`config.mk`:
```
export PLATFORM = sky130hd
export DESIGN_NAME = dma_bus_arbiter_flat
export DESIGN_NICKNAME = d
export VERILOG_FILES = /design/src/rtl/dma_bus_arbiter_if.sv /design/src/rtl/dma_bus_arbiter.sv /design/src/flat_wrapper.sv
export SDC_FILE = /design/constraint.sdc
export NUM_CORES = 1
export LEC_CHECK = 0
export ABC_CLOCK_PERIOD_IN_PS = 2200
export BUFFER_PORTS_ARGS = -buffer_cell sky130_fd_sc_hd__buf_2
export CAP_MARGIN = 20
export CORE_AREA = 2 2 39 41
export CTS_CLUSTER_DIAMETER = 80
export DETAILED_ROUTE_END_ITERATION = 12
export DIE_AREA = 0 0 41 43
export RECOVER_POWER = 50
export SLEW_MARGIN = 20
export SYNTH_ARGS = -nofsm -noshare
export SYNTH_HDL_FRONTEND = slang
export SYNTH_SLANG_ARGS = --single-unit
```
`constraint.sdc`:
```
create_clock -name clk -period 2.2 [get_ports clk]
set_clock_uncertainty 0.15 [all_clocks]
set_input_delay 0.22 -clock clk [delete_from_list [all_inputs] [get_ports clk]]
set_output_delay 0.22 -clock clk [all_outputs]
set_load 0.05 [all_outputs]
```
`src/rtl/dma_bus_arbiter_if.sv`:
```
// Bus handshake between the CPU MEM stage, the DMA engine and the arbiter.
// The arbiter uses the slave view; the requesters (or a bench) use master.
interface dma_bus_arbiter_if #(
    parameter int CNT_W = 3
);
    logic             cpu_mem_req;
    logic             cpu_mem_done;
    logic             dma_br;
    logic             dma_word_done;
    logic             bg;
    logic             cpu_bus_en;
    logic             stall_pipe;
    logic             dma_cmpl;
    logic             dma_abort;
    logic [CNT_W-1:0] word_cnt;

    modport slave (
        input  cpu_mem_req,
        input  cpu_mem_done,
        input  dma_br,
        input  dma_word_done,
        output bg,
        output cpu_bus_en,
        output stall_pipe,
        output dma_cmpl,
        output dma_abort,
        output word_cnt
    );

    modport master (
        output cpu_mem_req,
        output cpu_mem_done,
        output dma_br,
        output dma_word_done,
        input  bg,
        input  cpu_bus_en,
        input  stall_pipe,
        input  dma_cmpl,
        input  dma_abort,
        input  word_cnt
    );
endinterface

```
`src/rtl/dma_bus_arbiter.sv`:
```
// Memory-bus arbiter between the CPU MEM stage and the DMA engine.
// A DMA request waits for any in-flight CPU access, then owns the bus for
// at most BURST_LEN words, then spends one RELEASE cycle handing it back.
module dma_bus_arbiter #(
    parameter int BURST_LEN = 4,
    parameter int CNT_W     = 3
) (
    input  logic              clk,
    input  logic              reset_n,
    dma_bus_arbiter_if.slave  bus
);

    typedef enum logic [1:0] {
        IDLE,
        DRAIN,
        GRANT,
        RELEASE
    } state_t;

    localparam logic [CNT_W-1:0] LAST_WORD = CNT_W'(BURST_LEN - 1);

    state_t           r_state;
    logic             r_bg;
    logic             r_cpu_bus_en;
    logic             r_dma_cmpl;
    logic             r_dma_abort;
    logic [CNT_W-1:0] r_word_cnt;

    // Arbitration FSM with registered bus-ownership outputs and word counter.
    // NOTE: reset is tested inside the clocked block, so it is synchronous and
    // stays out of the sensitivity list.
    always_ff @(posedge clk) begin
        if (!reset_n) begin
            // NOTE: non-blocking assignments throughout, so every branch reads
            // the pre-edge register values regardless of statement order.
            r_state      <= IDLE;
            r_word_cnt   <= '0;
            r_bg         <= 1'b0;
            r_cpu_bus_en <= 1'b1;
            r_dma_cmpl   <= 1'b0;
            r_dma_abort  <= 1'b0;
        end else begin
            case (r_state)
                IDLE: begin
                    if (bus.dma_br) begin
                        // A pending CPU access always wins over a new DMA request.
                        if (bus.cpu_mem_req && !bus.cpu_mem_done) begin
                            r_state <= DRAIN;
                        end else begin
                            r_state      <= GRANT;
                            r_bg         <= 1'b1;
                            r_cpu_bus_en <= 1'b0;
                        end
                    end
                end

                DRAIN: begin
                    // A withdrawn request is honoured before the CPU completion.
                    if (!bus.dma_br) begin
                        r_state <= IDLE;
                    end else if (bus.cpu_mem_done) begin
                        r_state      <= GRANT;
                        r_bg         <= 1'b1;
                        r_cpu_bus_en <= 1'b0;
                    end
                end

                GRANT: begin
                    // A dropped request aborts; a word in the same cycle is not counted.
                    if (!bus.dma_br) begin
                        r_state      <= RELEASE;
                        r_bg         <= 1'b0;
                        r_cpu_bus_en <= 1'b1;
                        r_dma_abort  <= 1'b1;
                    end else if (bus.dma_word_done) begin
                        r_word_cnt <= r_word_cnt + CNT_W'(1);
                        if (r_word_cnt == LAST_WORD) begin
                            r_state      <= RELEASE;
                            r_bg         <= 1'b0;
                            r_cpu_bus_en <= 1'b1;
                            r_dma_cmpl   <= 1'b1;
                        end
                    end
                end

                RELEASE: begin
                    // Unconditional return to IDLE gives the CPU at least one cycle.
                    r_state     <= IDLE;
                    r_word_cnt  <= '0;
                    r_dma_cmpl  <= 1'b0;
                    r_dma_abort <= 1'b0;
                end

                default: begin
                    r_state      <= IDLE;
                    r_word_cnt   <= '0;
                    r_bg         <= 1'b0;
                    r_cpu_bus_en <= 1'b1;
                    r_dma_cmpl   <= 1'b0;
                    r_dma_abort  <= 1'b0;
                end
            endcase
        end
    end

    assign bus.bg         = r_bg;
    assign bus.cpu_bus_en = r_cpu_bus_en;
    assign bus.dma_cmpl   = r_dma_cmpl;
    assign bus.dma_abort  = r_dma_abort;
    assign bus.word_cnt   = r_word_cnt;

    // Stall is combinational so a CPU access that arrives mid-grant freezes
    // the pipeline in that very cycle and releases it in the RELEASE cycle.
    assign bus.stall_pipe = (r_state == GRANT) && bus.cpu_mem_req;

endmodule

```
`src/flat_wrapper.sv`:
```
// flat-port wrapper written by rule: the top's interface ports become plain ports
module dma_bus_arbiter_flat 
#(
    parameter int BURST_LEN = 4,
    parameter int CNT_W     = 3
)
  (clk, reset_n, bus_cpu_mem_req, bus_cpu_mem_done, bus_dma_br, bus_dma_word_done, bus_bg, bus_cpu_bus_en, bus_stall_pipe, bus_dma_cmpl, bus_dma_abort, bus_word_cnt);
  dma_bus_arbiter_if #(.CNT_W(CNT_W)) bus_i ();
  input  logic clk;
  input  logic reset_n;
  input wire logic [$bits(bus_i.cpu_mem_req)-1:0] bus_cpu_mem_req;
  input wire logic [$bits(bus_i.cpu_mem_done)-1:0] bus_cpu_mem_done;
  input wire logic [$bits(bus_i.dma_br)-1:0] bus_dma_br;
  input wire logic [$bits(bus_i.dma_word_done)-1:0] bus_dma_word_done;
  output wire logic [$bits(bus_i.bg)-1:0] bus_bg;
  output wire logic [$bits(bus_i.cpu_bus_en)-1:0] bus_cpu_bus_en;
  output wire logic [$bits(bus_i.stall_pipe)-1:0] bus_stall_pipe;
  output wire logic [$bits(bus_i.dma_cmpl)-1:0] bus_dma_cmpl;
  output wire logic [$bits(bus_i.dma_abort)-1:0] bus_dma_abort;
  output wire logic [$bits(bus_i.word_cnt)-1:0] bus_word_cnt;
  assign bus_i.cpu_mem_req = bus_cpu_mem_req;
  assign bus_i.cpu_mem_done = bus_cpu_mem_done;
  assign bus_i.dma_br = bus_dma_br;
  assign bus_i.dma_word_done = bus_dma_word_done;
  assign bus_bg = bus_i.bg;
  assign bus_cpu_bus_en = bus_i.cpu_bus_en;
  assign bus_stall_pipe = bus_i.stall_pipe;
  assign bus_dma_cmpl = bus_i.dma_cmpl;
  assign bus_dma_abort = bus_i.dma_abort;
  assign bus_word_cnt = bus_i.word_cnt;
  dma_bus_arbiter #(.BURST_LEN(BURST_LEN), .CNT_W(CNT_W)) u_core (.clk(clk), .reset_n(reset_n), .bus(bus_i));
endmodule
```
==> results of run 1 <==
state kept, by name, summed over array words and instances, names as in the netlist:
| name | cells |
|---|---|
| u_core.bus.dma_abort | 1 |
| u_core.bus.cpu_bus_en | 1 |
| u_core.bus.dma_cmpl | 1 |
| u_core.bus.bg | 1 |
| u_core.r_state | 2 |
| u_core.bus.word_cnt | 3 |
per-stage QoR:
stage	cells	cell area [um^2]	hold slack (ns)
2_1_floorplan	54	476.7	0.1878
3_3_place_gp	81	549.3	0.3060
3_5_place_dp	81	549.3	0.3131
4_1_cts	85	575.6	0.09489
5_1_grt	85	568.0	0.09130
6_report	85	568.0	0.1002
power by group through the flow:
stage / combinational [mW] / sequential, mW / clock, mW
detailed placement: 0.0864 / 0.193 / 0
CTS: 0.0867 / 0.189 / 0.132
finish: 0.0839 / 0.190 / 0.125
floorplan: 0.0439 / 0.212 / 0
global route: 0.0914 / 0.191 / 0.143
global placement: 0.0861 / 0.193 / 0
critical path: cells and delay by family (launching register included):
family / cells / cell delay [ns]
buffers and inverters: 1 / 0.26
DFF: 1 / 0.58
and+or+nand+nor: 2 / 0.26
cells by family after synthesis:
group,synth area share (%)
AO/OA/AOI/OAI,19.42
buffers and inverters,4.986
adder cells (fa/ha/maj),5.249
flip-flops,37.79
AND/OR/NAND/NOR,32.55
synthesized netlist by cell type (all sizes together):
cell | number | share of area, %
and3 | 1 | 1.3
nor3 | 3 | 3.1
nor2 | 6 | 4.7
nor3b | 3 | 5.8
dfxtp | 9 | 38
nand3b | 1 | 1.6
o21ai | 1 | 1.0
a211oi | 1 | 1.6
nand2b | 1 | 1.3
a21boi | 2 | 3.9
and3b | 1 | 1.8
inv | 3 | 2.4
a31oi | 1 | 1.3
nand2 | 2 | 1.6
nor2b | 4 | 5.2
and2 | 2 | 2.6
a21oi | 1 | 1.0
o31a | 3 | 5.5
o21a | 1 | 1.6
buf | 2 | 2.6
ha | 2 | 5.2
nand3 | 1 | 2.1
a211o | 1 | 1.8
nor4 | 1 | 1.3
o21bai | 1 | 1.6
area by class of cell:
type                            instances  area share (%)
Clock buffer                            4           4.626
Inverter                                3           1.982
Multi-Input combinational cell         40           48.02
Sequential cell                         9           31.72
Tap cell                               16           3.524
Timing Repair Buffer                   13           10.13
worst paths after layout:
check | from | end | slack (ns) | cells past startpoint
max | u_core.r_state[1] | bus_stall_pipe | 0.48 | 3
min | reset_n | u_core.bus.word_cnt[1] | 0.10 | 2
max reg2reg | u_core.bus.word_cnt[0] | u_core.bus.cpu_bus_en | 0.69 | 5
min reg2reg | u_core.bus.dma_cmpl | u_core.bus.dma_cmpl | 0.33 | 2
layer usage:
layer / share of wire [%] / wire length (um) / vias up
met2: 46 / 437 / 10
li1: - / - / 222
met1: 48 / 459 / 188
met4: 0 / 0 / 0
met5: 0 / 0 / -
met3: 6.7 / 64 / 0
==> reports/qor.csv, run 1 <==
metric;value;unit
clock group share of total power;31.3;%
WP data required;1.83;ns
Sequential Area;180.2;um^2
total I/O pin count;14;
Routed Antenna Nets;0;
logic gate share of total power;21.1;%
initial cell density of the core;34.45;%
# DRC;0;
Critical Path Source Type;flip-flop;
CTS clock-pin slew for the worst setup and hold paths;0.06;ns
DRT Pass-1 Iters;4;
crit path max-delay cell type;dfxtp_1;
Num CTS Buffers;3;
Leak;0.2379;nW
slowest stage delay, CP;0.58;ns
dpl hpwl;736.8;um
worst-path maximum fanout;13;
die area;0.001763;mm^2
Cell Rows;14;
status;finished clean;
initial antenna violation count;0;
synthesized flop and latch total;9;
most frequent cells in the layout;dfxtp_1, clkbuf_1, buf_2;
Worst slew margin;60.35;%
# Max-Cap Violations;0;
fin. max-slew vios;0;
GRT Max-Usage Layer;met2;
GR Util met2;20.00;%
final setup TNS;0;ns
initial DRC count;6;
TritonCTS clock tree;built;
fmax;581.5;MHz
clk root buf;clkbuf_4;
Switching Fraction;31.97;%
Post-CTS Setup Inserts;0;
Switch Pwr;127.4;uW
synthesized instance count;54;
sequential area share after synthesis;37.80;%
Port Buf Inserts;13;
Finished Core Util;41.05;%
met3 Use GR;9.424;%
Die W;41;um
Routed WL;960;um
area occupied by multi-input gates;272.8;um^2
unrepaired setup endpoints after global routing;false;
post_cts resized;0;
Worst Slack Setup Final;0.4804;ns
endpoints failing setup;0;
total power;398.4;uW
fill cell count;147;
H-tree level count;1;
number of global-route vias before repair;412;
post-synthesis cell type count;28;
Reg power frac;47.6;%
first-pass GRT wire length;1711;um
Mapped Area;476.7;um^2
clock buffer depth;2;
minimum clock period;1.720;ns
Sink Count;9;
worst-path cell chain;nand2b_1 -> nor2_1 -> buf_2;
Worst EP arrival;1.35;ns
Pint;271.0;uW
layout cell share with drive strength beyond 1;18.84;%
most common cell after layout, fill and taps aside;dfxtp_1;
Tcrit/Tclk final;78.16;%
GP Congestion;0.7670;
GRT Overall Usage;14.52;%
Mapped Nets;62;
nets;78;
crit end category;output port;
worst vdd ir;0.3896;mV
Cell Pwr Density;701.3;mW/mm^2
largest net degree at the start of global routing;14;
core area;0.001384;mm^2
number of vias per cell;4.941;
Yosys warnings;0;
Overflow after GRT;0;
antenna diode instance count;0;
crit path kind;reg -> out;
Vias;420;
M1 GR Usage;18.24;%
Worst Hold Class;in -> reg;
die height;43;um
worst-margin pin slew;0.5973;ns
Avg Inst Size Synth;8.828;um^2
pre-CTS WS;0.7007;ns
Clock Latency Late Sink;0.26;ns
CTS Hold Buffers Added;0;
Hold Fails Final Rpt;0;
WL/cell;11.29;um
area grow syn2layout;19.16;%
(Power assumes the default switching activity.)
==> inputs of run 2 (changes only) <==
- ABC_CLOCK_PERIOD_IN_PS: 2200 -> 1460
- clock period: 2.2 -> 1.46 ns (I/O delays scaled with it)
==> run 2 against run 1 <==
Net effect:
- first-iteration DRC count increased by 120%
- combinational power increased by 84%
- global-route usage increased by 0.34 points
- critical endpoint is now u_core.bus.cpu_bus_en
- worst setup slack got worse by 0.43 ns
- core utilization increased by 6.4 points
- clock power increased by 54%
- critical path depth increased by 2
- flip-flop and latch count unchanged
- largest power group unchanged
- clock-buffer cell count unchanged
- non-clock buffer count increased by 3
==> reports/qor.csv, run 2 (synthesized netlist as in run 1, its figures left out) <==
metric;value;unit;change
status;finished clean;;
dpl hpwl;801.7;um;+8.8%
Tcrit/Tclk final;96.69;%;
Top cell by count, worst path;ha_4;;
crit end category;flip-flop;;
Clock Latency Late Sink;0.26;ns;about the same
r2r startpoint;u_core.bus.word_cnt[1];;
first-pass GRT wire length;1669;um;-2.5%
Leak;0.2811;nW;+18%
Die W;41;um;unchanged
WP data required;1.47;ns;-0.36 ns
crit path kind;reg -> reg;;
R2R Path End;u_core.bus.cpu_bus_en;;
Pint;423.3;uW;+56%
Cell Rows;14;;unchanged
Inst Count DP;84;;+3.7%
clk root buf;clkbuf_4;;
Critical Path Source Type;flip-flop;;
worst-margin pin slew;0.2738;ns;-0.3235 ns
number of flip-flops in the largest register;3;;unchanged
GRT Overall Usage;14.86;%;+0.34 points
Critical path destination;u_core.bus.cpu_bus_en;;
CP delay by family, top;compound AO/OA/AOI/OAI gates;;
die area;0.001763;mm^2;unchanged
most common cell after layout, fill and taps aside;buf_2;;
worst vdd ir;0.4329;mV;+11%
largest net degree at the start of global routing;10;;-4
Overflow after GRT;0;;unchanged
Hold Fails Final Rpt;0;;unchanged
area grow syn2layout;37.80;%;
Worst Path Buf+Inv;0;;-1
Reg power frac;44.8;%;-2.8 points
clock buffer depth;2;;unchanged
GP Congestion;0.8143;;+6.2%
clock group share of total power;30.7;%;-0.6 points
Switching Fraction;32.78;%;+0.81 points
antenna diode instance count;0;;unchanged
Worst Slack Setup Final;0.04836;ns;-0.4321 ns
# Max-Cap Violations;0;;unchanged
Routed Antenna Nets;0;;unchanged
initial DRC count;13;;+7
worst-path cell chain;ha_4 -> ha_4 -> a21boi_4 -> o21ai_2 -> a211o_1;;
r2r setup slk;0.05;ns;-0.64 ns
minimum clock period;1.412;ns;
total I/O pin count;14;;unchanged
Finished Core Util;47.47;%;+6.4 points
Routed WL;1118;um;+16%
pre-CTS WS;-0.01896;ns;-0.7197 ns
Worst slew margin;81.58;%;+21 points
WL/cell;12.70;um;+12%
number of vias per cell;5.034;;+1.9%
worst-path maximum fanout;4;;-9
endpoints failing setup;0;;unchanged
Worst Hold Class;in -> reg;;
most frequent cells in the layout;buf_2, nor2_1, nor2b_1, clkbuf_2, dfxtp_1;;
R2R depth;5;;unchanged
total power;629.7;uW;+58%
Cell Count, Final, Fillers Out;88;;+3.5%
logic gate share of total power;24.5;%;+3.4 points
Switch Pwr;206.4;uW;+62%
WHS;0.03121;ns;-0.06899 ns
Cell Pwr Density;958.6;mW/mm^2;+37%
cell count along the critical path;5;;+2
layout cell share with drive strength beyond 1;43.06;%;+24 points
fin. max-slew vios;0;;unchanged
CP Launch Point;u_core.bus.word_cnt[1];;
crit path max-delay cell type;dfxtp_4;;
Post-CTS Setup Inserts;0;;unchanged
DRT Pass-1 Iters;4;;unchanged
CTS clock-pin slew for the worst setup and hold paths;0.06;ns;about the same
Vias;443;;+5.5%
Sink Count;9;;unchanged
nets;81;;+3.8%
H-tree level count;1;;unchanged
fmax;708.4;MHz;
slowest stage delay, CP;0.36;ns;-0.22 ns
initial cell density of the core;34.45;%;unchanged
number of global-route vias before repair;386;;-6.3%
core area;0.001384;mm^2;unchanged
unrepaired setup endpoints after global routing;false;;
initial antenna violation count;0;;unchanged
Worst EP arrival;1.42;ns;+0.07 ns
Num CTS Buffers;3;;unchanged
die height;43;um;unchanged
TritonCTS clock tree;built;;
Port Buf Inserts;13;;unchanged
# DRC;0;;unchanged
==> run 2: cell types whose count changed in the layout (fill, tap and decap cells not counted), sizes merged <==
| cell | before | now |
|---|---|---|
| buf | 7 | 12 |
| clkbuf | 10 | 8 |
==> run 2: cell type report <==
cell class              instances  area [um^2]
fillers                       134        726.9
repair buffers                 16        93.84
well taps                      16        20.02
flip-flops and latches          9        193.9
inverters                       3        11.26
clock buffers                   4        26.28
multi-input cells              40        311.5
==> run 2: worst min-delay path by stage <==
stage / start / end / cells past startpoint
after floorplan: reset_n / u_core.bus.word_cnt[0] / 1
after global placement: reset_n / u_core.bus.word_cnt[1] / 2
final: reset_n / u_core.bus.word_cnt[2] / 2
after CTS: reset_n / u_core.bus.word_cnt[2] / 2
after detailed placement: reset_n / u_core.bus.word_cnt[2] / 2
after global routing: reset_n / u_core.bus.word_cnt[2] / 2
==> run 2: repair_timing <==
action                     4_1_cts  5_1_grt
hold endpoints to repair         0        0
gates resized for setup          6        5
pin swaps                        2        0
hold buffers                     0        0
setup endpoints to repair        2        2
==> run 2: worst reg2reg max path: stages (launching register included) <==
cell,delay (ns)
dfxtp_4,0.36
ha_4,0.16
ha_4,0.16
a21boi_4,0.19
o21ai_2,0.09
a211o_1,0.22
==> run 2: per-stage QoR <==
stage,setup TNS (ns),cell area [um^2]
floorplan,-0.06340,488.0
detailed placement,-0.01896,583.1
global placement,0,583.1
global route,0,656.9
CTS,0,623.1
finish,0,656.9
==> run 2: power groups by stage <==
stage               logic, mW  registers, mW  clock network (mW)
floorplan              0.0672          0.319                   0
global placement        0.144          0.284                   0
global route            0.163          0.284               0.223
finish                  0.154          0.282               0.193
detailed placement      0.147          0.284                   0
CTS                     0.150          0.280               0.203
==> run 2: layer usage <==
layer  up-vias  part of all wire, %  track usage, %
met1       202                   42           17.68
met4         0                  1.7           10.00
met5         -                    0               0
met3         2                  5.4           7.853
li1        227                    -               -
met2        12                   51           19.69
